$ cat src/rtl/swarm_pkg.sv
// Shared undo-log types and AXI constants for the swarm task-logging blocks.
package swarm;
  localparam int UNDO_LOG_ADDR_WIDTH = 32;
  localparam int UNDO_LOG_DATA_WIDTH = 32;

  typedef logic [UNDO_LOG_ADDR_WIDTH-1:0] undo_log_addr_t;
  typedef logic [UNDO_LOG_DATA_WIDTH-1:0] undo_log_data_t;

  // Every record goes out as one two-beat, 4-byte-wide burst.
  localparam logic [7:0] AXI_LEN_TWO_BEATS = 8'd1;
  localparam logic [2:0] AXI_SIZE_4B       = 3'b010;
  localparam logic [3:0] AXI_STRB_ALL      = 4'hF;
  localparam logic [1:0] AXI_RESP_OKAY     = 2'b00;
endpackage

$ cat src/rtl/undo_log_fifo.sv
// Synchronous FIFO between the core-side entry port and the AXI write FSM.
module undo_log_fifo #(
  parameter int DEPTH = 4,
  parameter int WIDTH = 69
) (
  input  logic             clk,
  input  logic             rst,
  input  logic             push,
  input  logic             pop,
  input  logic [WIDTH-1:0] wdata,
  output logic [WIDTH-1:0] rdata,
  output logic             full,
  output logic             empty
);
  localparam int AW = $clog2(DEPTH);

  logic [WIDTH-1:0] mem [DEPTH];
  // Extra MSB on each pointer distinguishes full from empty.
  logic [AW:0]      wr_ptr;
  logic [AW:0]      rd_ptr;

  always_ff @(posedge clk or posedge rst) begin
    if (rst) begin
      wr_ptr <= '0;
      rd_ptr <= '0;
    end else begin
      if (push) wr_ptr <= wr_ptr + 1'b1;
      if (pop)  rd_ptr <= rd_ptr + 1'b1;
    end
  end

  always_ff @(posedge clk) begin
    if (push) mem[wr_ptr[AW-1:0]] <= wdata;
  end

  assign rdata = mem[rd_ptr[AW-1:0]];
  assign empty = (wr_ptr == rd_ptr);
  assign full  = (wr_ptr[AW] != rd_ptr[AW]) && (wr_ptr[AW-1:0] == rd_ptr[AW-1:0]);
endmodule

$ cat src/rtl/undo_log_writer.sv
// Buffers undo-log records from the core and writes each as an {addr, data}
// pair to log_base + index*8 over a single-outstanding AXI4 write master.
module undo_log_writer
  import swarm::*;
#(
  parameter int FIFO_DEPTH  = 4,
  parameter int LOG_ENTRIES = 16
) (
  input  logic                                         ap_clk,
  input  logic                                         ap_rst,
  input  logic [31:0]                                  log_base,
  input  logic                                         task_begin,
  input  logic [UNDO_LOG_ADDR_WIDTH+UNDO_LOG_DATA_WIDTH-1:0] undo_log_entry,
  input  logic                                         undo_log_entry_ap_vld,
  output logic [$clog2(LOG_ENTRIES):0]                 log_count,
  output logic                                         log_idle,
  output logic                                         log_overflow,
  output logic                                         log_error,
  output logic                                         m_axi_l1_V_AWVALID,
  input  logic                                         m_axi_l1_V_AWREADY,
  output logic [31:0]                                  m_axi_l1_V_AWADDR,
  output logic [7:0]                                   m_axi_l1_V_AWLEN,
  output logic [2:0]                                   m_axi_l1_V_AWSIZE,
  output logic                                         m_axi_l1_V_WVALID,
  input  logic                                         m_axi_l1_V_WREADY,
  output logic [31:0]                                  m_axi_l1_V_WDATA,
  output logic [3:0]                                   m_axi_l1_V_WSTRB,
  output logic                                         m_axi_l1_V_WLAST,
  input  logic                                         m_axi_l1_V_BVALID,
  output logic                                         m_axi_l1_V_BREADY,
  input  logic [1:0]                                   m_axi_l1_V_BRESP,
  input  logic                                         m_axi_l1_V_BID
);
  localparam int CNT_W   = $clog2(LOG_ENTRIES) + 1;
  localparam int ENTRY_W = UNDO_LOG_DATA_WIDTH + UNDO_LOG_ADDR_WIDTH + CNT_W;

  typedef enum logic [2:0] {IDLE, AWADDR, WDATA0, WDATA1, BWAIT} state_t;

  state_t         state;
  state_t         state_next;
  logic           fifo_full;
  logic           fifo_empty;
  logic           fifo_pop;
  logic           fifo_push;
  logic [ENTRY_W-1:0] fifo_rdata;
  logic           task_go;
  logic [CNT_W-1:0] base_count;
  logic           drop;
  undo_log_addr_t cur_addr;
  undo_log_data_t cur_data;
  logic [CNT_W-1:0] cur_index;
  logic           unused_bid;

  assign unused_bid = m_axi_l1_V_BID;

  // Entry acceptance: a same-cycle pop frees the slot, and an honored
  // task_begin restarts numbering at zero for the incoming entry.
  assign log_idle   = fifo_empty && (state == IDLE);
  assign task_go    = task_begin && log_idle;
  assign base_count = task_go ? '0 : log_count;
  assign fifo_pop   = (state == IDLE) && !fifo_empty;
  assign fifo_push  = undo_log_entry_ap_vld && (!fifo_full || fifo_pop)
                      && (base_count < CNT_W'(LOG_ENTRIES));
  assign drop       = undo_log_entry_ap_vld && !fifo_push;

  undo_log_fifo #(
    .DEPTH(FIFO_DEPTH),
    .WIDTH(ENTRY_W)
  ) u_fifo (
    .clk  (ap_clk),
    .rst  (ap_rst),
    .push (fifo_push),
    .pop  (fifo_pop),
    .wdata({undo_log_entry, base_count}),
    .rdata(fifo_rdata),
    .full (fifo_full),
    .empty(fifo_empty)
  );

  always_ff @(posedge ap_clk or posedge ap_rst) begin
    if (ap_rst) begin
      log_count    <= '0;
      log_overflow <= 1'b0;
      log_error    <= 1'b0;
    end else begin
      log_count <= base_count + CNT_W'(fifo_push);
      if (drop)         log_overflow <= 1'b1;
      else if (task_go) log_overflow <= 1'b0;
      if ((state == BWAIT) && m_axi_l1_V_BVALID && (m_axi_l1_V_BRESP != AXI_RESP_OKAY))
        log_error <= 1'b1;
    end
  end

  // Head entry captured as it leaves the FIFO; held for the whole burst.
  always_ff @(posedge ap_clk) begin
    if (fifo_pop) {cur_data, cur_addr, cur_index} <= fifo_rdata;
  end

  always_ff @(posedge ap_clk or posedge ap_rst) begin
    if (ap_rst) state <= IDLE;
    else        state <= state_next;
  end

  always_comb begin
    state_next = state;
    case (state)
      IDLE:    if (!fifo_empty)          state_next = AWADDR;
      AWADDR:  if (m_axi_l1_V_AWREADY)   state_next = WDATA0;
      WDATA0:  if (m_axi_l1_V_WREADY)    state_next = WDATA1;
      WDATA1:  if (m_axi_l1_V_WREADY)    state_next = BWAIT;
      BWAIT:   if (m_axi_l1_V_BVALID)    state_next = IDLE;
      default:                           state_next = IDLE;
    endcase
  end

  always_comb begin
    m_axi_l1_V_AWVALID = 1'b0;
    m_axi_l1_V_AWADDR  = log_base + (32'(cur_index) << 3);
    m_axi_l1_V_AWLEN   = AXI_LEN_TWO_BEATS;
    m_axi_l1_V_AWSIZE  = AXI_SIZE_4B;
    m_axi_l1_V_WVALID  = 1'b0;
    m_axi_l1_V_WDATA   = cur_addr;
    m_axi_l1_V_WSTRB   = AXI_STRB_ALL;
    m_axi_l1_V_WLAST   = 1'b0;
    m_axi_l1_V_BREADY  = 1'b0;
    case (state)
      AWADDR: m_axi_l1_V_AWVALID = 1'b1;
      WDATA0: m_axi_l1_V_WVALID  = 1'b1;
      WDATA1: begin
        m_axi_l1_V_WVALID = 1'b1;
        m_axi_l1_V_WDATA  = cur_data;
        m_axi_l1_V_WLAST  = 1'b1;
      end
      BWAIT:  m_axi_l1_V_BREADY  = 1'b1;
      default: ;
    endcase
  end
endmodule

$ cat config.mk
export PLATFORM = sky130hd
export DESIGN_NAME = undo_log_writer
export DESIGN_NICKNAME = d
export VERILOG_FILES = /design/src/rtl/swarm_pkg.sv /design/src/rtl/undo_log_fifo.sv /design/src/rtl/undo_log_writer.sv
export SDC_FILE = /design/constraint.sdc
export NUM_CORES = 1
export LEC_CHECK = 0
export CORE_ASPECT_RATIO = 1.25
export CORE_MARGIN = 2
export CORE_UTILIZATION = 45
export CTS_CLUSTER_DIAMETER = 40
export DETAILED_ROUTE_END_ITERATION = 10
export PLACE_DENSITY = 0.68
export SLEW_MARGIN = 20
export SYNTH_ARGS = -nofsm -noshare
export SYNTH_HDL_FRONTEND = slang
export SYNTH_HIERARCHICAL = 1
export SYNTH_SLANG_ARGS = --single-unit
export TNS_END_PERCENT = 1
$ cat constraint.sdc
create_clock -name ap_clk -period 30.5 [get_ports ap_clk]
set_input_delay 4.575 -clock ap_clk [delete_from_list [all_inputs] [get_ports ap_clk]]
set_output_delay 4.575 -clock ap_clk [all_outputs]
set_load 0.1 [all_outputs]
# == After elaboration in Yosys (flattened, before gate mapping) ==
# Memory sizes are Yosys's and may differ from the RTL's. A register that Yosys moved wholly into a read port is not among the register bits.
# Cells that the tools add are included.
# Widths: inputs -> output; s select.
# op_classes
addsub,4
n_mul,0
div_mod_pow,0
magnitude_cmp,1
n_eq_ne,12
n_shift,0
n_mux,16
n_bitwise,0
reduce_logical,18
# op_table
op,n
$add 32x8->32,1
$mux 32,1
$mux 3,5
$pmux 3 s5,1
$ne 2x2->1 const B,5
$logic_and 1x1->1,9
$mux 1,8
$add 3x1->3 const B,2
$eq 3x2->1 const B,2
$add 5x1->5,1
$lt 5x5->1 const B,1
$mux 5,1
$reduce_and 5->1,1
$reduce_bool 2->1,2
$eq 3x1->1 const B,1
$eq 3x3->1,1
$eq 3x3->1 const B,1
$logic_not 1->1,3
$logic_not 3->1,1
$eq 2x2->1,1
$reduce_or 2->1,1
$logic_or 1x1->1,1
$ne 1x1->1,1
# word_totals
ff_bits,16
latch_bits,0
mem_bits_rw,276
romBits,0
input_bits,106
out_inout_bits,91
wordCells,58
memories,1
# mem_list
name,depth,width,read_ports,rd_clocked_by_memory_dff,write_ports,line,rtl
u_fifo.mem,4,69,1,1,1,undo_log_fifo.sv:17,logic [WIDTH-1:0] mem [DEPTH];

# == Depth between registers and ports, before layout ==
# Gate-level depths: netlist (run 1).
# logic_depth
depth_word,9
depth_mapped,12
ltp_nobuf,10

# == Modules after synthesis ==
# Netlist (run 1), hierarchy kept.
# by_module_without_submodules
module,n_inst,cells_each,area_per_inst_um2,seq_area_each_um2
undo_log_fifo,1,392,10383.7,8438.1
undo_log_writer,1,347,3885.0,2322.2

# == Worst setup path after synthesis (run 1) ==
# Ideal clock, no wire load.
# synth_timing
path_type,input-to-output
from,input port log_base[7]
to,output port m_axi_l1_V_AWADDR[20]
arrival_ps,7107
required_time_ps,25925
path_slack_ps,18818
path_stages,6
n_path_buf,1
path_cell_list,ha_1 nand2_1 nor3b_2 buf_2 o2111ai_1 xnor2_1
# synth_via
elab_chain_cells,1
# synth_rtl
item,line,rtl
start: declaration,undo_log_writer.sv:11,"input logic [31:0] log_base,"
$add 32x8->32,undo_log_writer.sv:118,m_axi_l1_V_AWADDR = log_base + (32'(cur_index) << 3);
end: declaration,undo_log_writer.sv:21,"output logic [31:0] m_axi_l1_V_AWADDR,"
# No other way between the ends.

# == Worst setup path after layout (run 1) ==
# layout_timing
from,input port log_base[3]
to,output port m_axi_l1_V_AWADDR[25]
# The elaborated chain is that of the path after synthesis.

==> impl_metrics.toml, run 1 <==
[route]
drt-total-wl_um = 27000
first_pass_iters = 4
drt_iter0_markers = 443
viasPerCell = 5.22
route.detailed.drc = 0
wire_per_inst_um = 19.7
via_count = 7164
antenna_left = 0

[yosys]
ys_ff_latch = 361
synth.avg_cell_area_sq_um = 19.3
async_reset_ff_share_pct = 4.43
yosysUniqueCellTypes = 44
ys_seq_area_share_pct = 75.4
synth_flop_cell = "edfxtp_1"
synthCells = 739
synth_edf_count = 345
syn_area_sq_um = 14300
ys.warnings.count = 6

[cts]
holdBufCountCts = 0
clkLatencyLatePin_ns = 0.53
cts-root-buf = "clkbuf_16"
cts_tree = "done"
post_cts_buffers = 0
cts_buffer_depth = 3
clock-sinks = 361
cts_buffers = 40
cts.clk_slew.worst_paths_ns = 0.06
ctsResizeCount = 0
cts_max_level = 2

[critical_path]
criticalPathCategory = "input pin to output pin"
worst-r2r-cell-count = 7
timing.rr.start = "u_fifo/rd_ptr[0]$_DFFE_PP0P_"
r2r_end = "u_fifo/mem[0][40]$_DFFE_PP_"
start_kind = "input pin"
path_max_fanout = 12
slowest_stage = "clkdlybuf4s50_1"
cp_common_cell = "clkdlybuf4s50_1"
critPathCaptureType = "output pin"
crit_buf_inv = 2
path_delay_family = "buffers and inverters"
cpPeakStageDelay_ns = 1.15
r2r_slack_ns = 26.21
arrival_ns = 7.90
cp.required_ns = 25.93
path_cells = "clkdlybuf4s50_1 -> ha_1 -> fa_1 -> a21oi_1 -> o21ai_1 -> nand4_1 -> xnor2_1 -> clkdlybuf4s50_1"

[sta]
relSlewSlack_pct = 29.4
rsz0062_at_grt = "no"
tns_ns = 0
hold_viol = 0
setup_viol = 0
skew_ns = 0.0234
report.final.slew_viol_count = 0
min_period_ns = 12.47
worstMarginPinSlew_ns = 1.06
period_share_pct = 40.9
max_freq_ghz = 0.0802

[global_routing]
grt_util_all_layers_pct = 16.5
grt-ovfl-total = 0
grt_pass1_wl_um = 41700
grt_antenna_before_repair = 2
grt_max_degree = 60
first_global_vias = 7574

[die]
io_pins = 197
rows = 72
design.core.area_sq_um = 31100
dieWidth_um = 163
die_h_um = 203
dieArea_sq_um = 33200
start_util_pct = 45.9

[job]
maxCapViolations = 0

[run_status]
status = "finished, final reports clean"

[layout]
nets = 1050
layout-drive-gt1-share_pct = 16.4
fill_cells = 2417
syn2layout_area_growth_pct = 23.3

[min_path]
hold_path_depth = 1
hold_end = "log_error$_DFFE_PP0P_"
hold_class = "flip-flop to flip-flop"
hold_start = "log_error$_DFFE_PP0P_"

[placement]
gp_congestion = 0.753
dp_hpwl_um = 15600
portBuffers = 174
[placed cells by master (no fill, tap or decap), types with 8 or more instances in the layout]
cell type / instances
and2_1: 8
buf_4: 9
clkbuf_16: 42
clkdlybuf4s50_1: 174
conb_1: 15
dfrtp_1: 14
edfxtp_1: 345
ha_1: 12
inv_1: 11
mux4_2: 68
nand2_1: 107
nand3_1: 13
nor2_1: 11
xnor2_1: 27
xor2_1: 10
[routing by layer]
metal	track usage, %	share of wire (%)	up-vias
met3	4.60	7.3	50
li1	-	-	3258
met4	4.58	2.0	0
met5	0	0	-
met1	19.9	40	3625
met2	29.1	51	231
[worst reg2reg max path, stage by stage, from the launching register on]
cell and delay (ns):
dfrtp_4 0.83, xor2_1 0.19, nor3b_1 0.54, nand3_1 0.39, o2bb2ai_1 0.27, nor2_1 0.46
and2_4 0.60, buf_4 0.63
[cells by family (layout without fill, tap and decap cells)]
group	after synthesis	after routing	synth area share, %
DFF	361	361	75.4
and+or+nand+nor	170	170	5.73
muxes	70	70	11.0
buffers and inverters	58	269	2.99
xor gates and xnor gates	37	37	2.27
AOI/OAI and AO/OA	28	28	1.35
adders and majority gates	13	13	1.19
other	2	17	0.0526
[state kept, by name, indices dropped and copies added (netlist names)]
name / cells
u_fifo/mem: 276
cur_addr: 32
cur_data: 32
cur_index: 5
log_count: 5
state: 3
u_fifo/rd_ptr: 3
u_fifo/wr_ptr: 3
log_error: 1
log_overflow: 1
[through the flow]
stage	area (sq um)	std cells	hold slack, ns	worst slack (ns)	util (%)
3_3_place_gp	16300	1296	0.467	17.97	52.4
5_1_grt	17600	1371	0.500	17.79	56.6
6_report	17600	1372	0.478	18.03	56.6
2_1_floorplan	14300	752	0.462	18.82	-
3_5_place_dp	16300	1296	0.473	17.94	52.4
4_1_cts	17600	1370	0.482	17.93	56.6
[cell type report]
cell class                      instances  area (sq um)  share of cell area [%]
Timing Repair Buffer                  183          1810                    10.3
Sequential cell                       361         10800                    61.2
Clock inverter                         27           243                    1.38
Antenna cell                            2          5.00                  0.0284
Multi-Input combinational cell        333          3150                    17.9
Inverter                               12          45.0                   0.256
Clock buffer                           47          1070                    6.08
Tap cell                              407           509                    2.89
[worst max path at each step]
stage	depth (start not counted)	end	start
6_report	8	m_axi_l1_V_AWADDR[25]	log_base[3]
5_1_grt	8	m_axi_l1_V_AWADDR[27]	log_base[3]
4_1_cts	8	m_axi_l1_V_AWADDR[25]	log_base[3]
3_5_place_dp	8	m_axi_l1_V_AWADDR[25]	log_base[3]
3_3_place_gp	8	m_axi_l1_V_AWADDR[25]	log_base[3]
2_1_floorplan	6	m_axi_l1_V_AWADDR[20]	log_base[7]
[Yosys cell counts, drive strengths merged (5+ instances only)]
library cell	count	area, sq um
dfrtp	16	400
o21ai	6	30.0
nor3	5	25.0
nand3	15	100
a21oi	6	30.0
edfxtp	345	10400
nor2	12	47.6
xnor2	27	236
buf	42	367
mux4	69	1560
xor2	10	87.6
inv	11	41.3
o2111ai	7	61.3
nand4	7	58.8
ha	12	150
nand2	107	402
and2	12	75.1
Power of run 1 is not shown: default switching activity piles up to over one toggle a cycle in this logic, so the estimate is an artifact.
==> run 2, diff against run 1 <==
- clock period: 30.5 -> 12.34 ns (I/O delays scaled with it)
==> impl_metrics.toml, run 2 (same netlist as run 1, synthesis figures left out) <==
[critical_path]
timing.rr.start = "u_fifo/rd_ptr[0]$_DFFE_PP0P_"
critPathCaptureType = "output pin"
r2r_end = "u_fifo/mem[2][7]$_DFFE_PP_"
arrival_ns = 5.19
criticalPathCategory = "input pin to output pin"
path_max_fanout = 12
start_kind = "input pin"
cp.required_ns = 10.49
worst-r2r-cell-count = 7
startpoint = "log_base[3]"
r2r_slack_ns = 8.12

[route]
wire_per_inst_um = 19.9
route.detailed.drc = 0
drt-total-wl_um = 27300
viasPerCell = 5.15
first_pass_iters = 7
drt_iter0_markers = 428
antenna_left = 0
via_count = 7046

[cts]
ctsResizeCount = 0
cts-root-buf = "clkbuf_16"
clkLatencyLatePin_ns = 0.52
cts_buffers = 41
clock-sinks = 361
cts_buffer_depth = 3
holdBufCountCts = 0
post_cts_buffers = 0
cts_max_level = 2
cts_tree = "done"
cts.clk_slew.worst_paths_ns = 0.05

[global_routing]
grt_antenna_before_repair = 1
grt_util_all_layers_pct = 16.9
grt_pass1_wl_um = 42400
first_global_vias = 7527
grt-ovfl-total = 0
grt_max_degree = 60

[layout]
largest_reg_flops = 276
layout-drive-gt1-share_pct = 16.1
final_cell_mix = "edfxtp_1, clkdlybuf4s50_1, nand2_1"
nets = 1051
fill_cells = 2407
syn2layout_area_growth_pct = 23.0
final_common_cell = "edfxtp_1"

[run_status]
status = "finished, final reports clean"

[sta]
rsz0062_at_grt = "no"
setup_slack_ns = 5.30
worstMarginPinSlew_ns = 1.06
tns_ns = 0
report.final.slew_viol_count = 0
setup_viol = 0
skew_ns = 0.0133
hold_slack_ns = 0.477
period_share_pct = 57.0
min_period_ns = 7.04
max_freq_ghz = 0.142
relSlewSlack_pct = 28.9
hold_viol = 0

[min_path]
hold_start = "log_error$_DFFE_PP0P_"
hold_end = "log_error$_DFFE_PP0P_"
hold_path_depth = 1
hold_class = "flip-flop to flip-flop"

[placement]
portBuffers = 174
dp_slack_ns = 5.27
dp_hpwl_um = 15800
gp_congestion = 0.761

[die]
start_util_pct = 45.9
design.core.area_sq_um = 31100
io_pins = 197
dieWidth_um = 163
rows = 72
die_h_um = 203
dieArea_sq_um = 33200

[job]
maxCapViolations = 0
==> run 2: cell types whose count changed in the layout (fill, tap and decap cells not counted), sizes merged <==
cell      delta
diode        -1
clkbuf       -2
inv          +1
clkinvlp     -2
==> run 2: worst max-delay path, cell delays in order <==
cell	delay [ns]
clkdlybuf4s50_1	0.46
ha_1	0.19
fa_1	0.22
a21oi_1	0.10
o21ai_1	0.78
nand4_1	0.23
xnor2_1	0.20
clkdlybuf4s50_1	1.15
==> run 2: how the worst max path moves through the flow <==
stage / to / slack, ns / depth (start not counted)
6_report: m_axi_l1_V_AWADDR[25] / 5.30 / 8
5_1_grt: m_axi_l1_V_AWADDR[27] / 5.06 / 8
4_1_cts: m_axi_l1_V_AWADDR[25] / 5.27 / 8
3_5_place_dp: m_axi_l1_V_AWADDR[25] / 5.27 / 8
3_3_place_gp: m_axi_l1_V_AWADDR[31] / 5.30 / 8
2_1_floorplan: u_fifo/mem[3][0]$_DFFE_PP_ / 1.20 / 8
==> run 2: metrics by stage <==
step                      utilization (%)  instance area (sq um)  cells
after floorplan                         -                  14300    752
after global placement               52.4                  16300   1296
after detailed placement             52.4                  16300   1296
after CTS                            56.5                  17500   1367
after global routing                 56.5                  17600   1367
final                                56.5                  17600   1368
==> run 2: layout make-up <==
class                           count  area, sq um  share of cell area (%)
Sequential cell                   361        10800                    61.3
Multi-Input combinational cell    333         3150                    17.9
Timing Repair Buffer              183         1810                    10.3
Clock buffer                       45         1040                    5.93
Tap cell                          407          509                    2.90
Clock inverter                     26          230                    1.31
Inverter                           12         45.0                   0.257
Antenna cell                        1         2.50                  0.0143
==> run 2: layer usage <==
layer / wire, um / global-route usage (%) / up-vias
met1: 11400 / 21.8 / 3570
met2: 13800 / 29.0 / 188
met3: 1610 / 3.84 / 37
li1: - / - / 3251
met4: 424 / 4.55 / 0
met5: 0 / 0 / -
Power of run 2 is left out for the same reason.
==> run 3, diff against run 2 <==
- PLACE_DENSITY: 0.68 -> 0.7
- clock period: 12.34 -> 5.9 ns (I/O delays scaled with it)
==> impl_metrics.toml, run 3 (same netlist as run 1, synthesis figures left out) <==
[run_status]
status = "finished, final reports clean"

[cts]
holdBufCountCts = 0
clock-sinks = 361
cts_buffer_depth = 3
clkLatencyLatePin_ns = 0.53
ctsResizeCount = 0
cts-root-buf = "clkbuf_16"
cts_buffers = 40
post_cts_buffers = 0
cts.clk_slew.worst_paths_ns = 0.05
cts_tree = "done"
cts_max_level = 2

[route]
wire_per_inst_um = 19.9
antenna_left = 0
drt-total-wl_um = 27500
first_pass_iters = 4
viasPerCell = 5.18
drt_iter0_markers = 447
route.detailed.drc = 0
via_count = 7132

[die]
rows = 72
start_util_pct = 45.9
dieWidth_um = 163
io_pins = 197
die_h_um = 203
dieArea_sq_um = 33200
design.core.area_sq_um = 31100

[critical_path]
arrival_ns = 3.59
criticalPathCategory = "input pin to output pin"
start_kind = "input pin"
cp.required_ns = 5.02
path_max_fanout = 12
critPathCaptureType = "output pin"

[global_routing]
grt-ovfl-total = 0
grt_pass1_wl_um = 42000
grt_antenna_before_repair = 2
grt_util_all_layers_pct = 16.8
grt_max_degree = 58
first_global_vias = 7405

[placement]
dp_slack_ns = 1.43
gp_congestion = 0.786
place_area_sq_um = 16300
dp_hpwl_um = 16300
portBuffers = 174

[sta]
rsz0062_at_grt = "no"
setup_slack_ns = 1.43
min_period_ns = 4.47
tns_ns = 0
worstMarginPinSlew_ns = 1.06
report.final.slew_viol_count = 0
skew_ns = 0.0261
relSlewSlack_pct = 29.4
max_freq_ghz = 0.224
setup_viol = 0
hold_viol = 0
hold_slack_ns = 0.472
period_share_pct = 75.8

[min_path]
hold_class = "flip-flop to flip-flop"

[layout]
final_common_cell = "edfxtp_1"
layout-drive-gt1-share_pct = 19.1
design_area_sq_um = 17600
nets = 1056
largest_reg_flops = 276
fill_cells = 2375
final_cell_mix = "edfxtp_1, clkdlybuf4s50_1, nand2_1"
syn2layout_area_growth_pct = 23.3

[job]
maxCapViolations = 0
[run 3: changes by cell type in the layout (fill, tap and decap cells not counted), sizes merged]
cell	previous run	this run
buf	9	38
clkdlybuf4s50	174	151
clkbuf	45	47
clkinv	17	15
bufinv	2	3
clkinvlp	1	2
inv	18	19
[run 3: area by class of cell]
class                      count  area (sq um)  area share, %
sequential                   361         10800           61.2
multi-input combinational    333          3160           17.9
timing repair buffer         189          1800           10.2
clock buffer                  47          1050           5.96
tap                          407           509           2.89
clock inverter                27           268           1.52
inverter                      12          45.0          0.256
antenna                        1          2.50         0.0142
[run 3: worst max-delay path, stage by stage]
cell,delay (ns)
clkdlybuf4s50_1,0.40
ha_1,0.35
a21oi_1,0.19
nand2_1,0.28
nor2_1,0.21
xnor2_1,0.13
clkdlybuf4s50_1,1.15
[run 3: worst paths after layout]
check | end | start | cells after the start | slack [ns]
setup reg to reg | u_fifo/mem[3][63]$_DFFE_PP_ | u_fifo/rd_ptr[1]$_DFFE_PP0P_ | 7 | 1.85
min in group asynchronous | u_fifo/wr_ptr[1]$_DFFE_PP0P_ | ap_rst | 2 | 0.63
max in group asynchronous | state[0]$_DFFE_PP0P_ | ap_rst | 2 | 4.90
setup / recovery | m_axi_l1_V_AWADDR[8] | log_base[7] | 7 | 1.43
hold / removal | log_error$_DFFE_PP0P_ | log_error$_DFFE_PP0P_ | 1 | 0.47
hold reg to reg | log_error$_DFFE_PP0P_ | log_error$_DFFE_PP0P_ | 1 | 0.47
[run 3: routing by layer]
layer	track usage (%)	wire length [um]	vias up
met1	20.0	10900	3609
met4	4.87	531	0
met2	29.9	14100	220
met3	4.37	1940	39
met5	0	0	-
li1	-	-	3264
[run 3: stage by stage]
stage	instances	util, %
6_report	1377	56.6
5_1_grt	1376	56.6
3_5_place_dp	1302	52.4
4_1_cts	1376	56.6
3_3_place_gp	1302	52.4
2_1_floorplan	752	-
Power of run 3 is left out for the same reason.
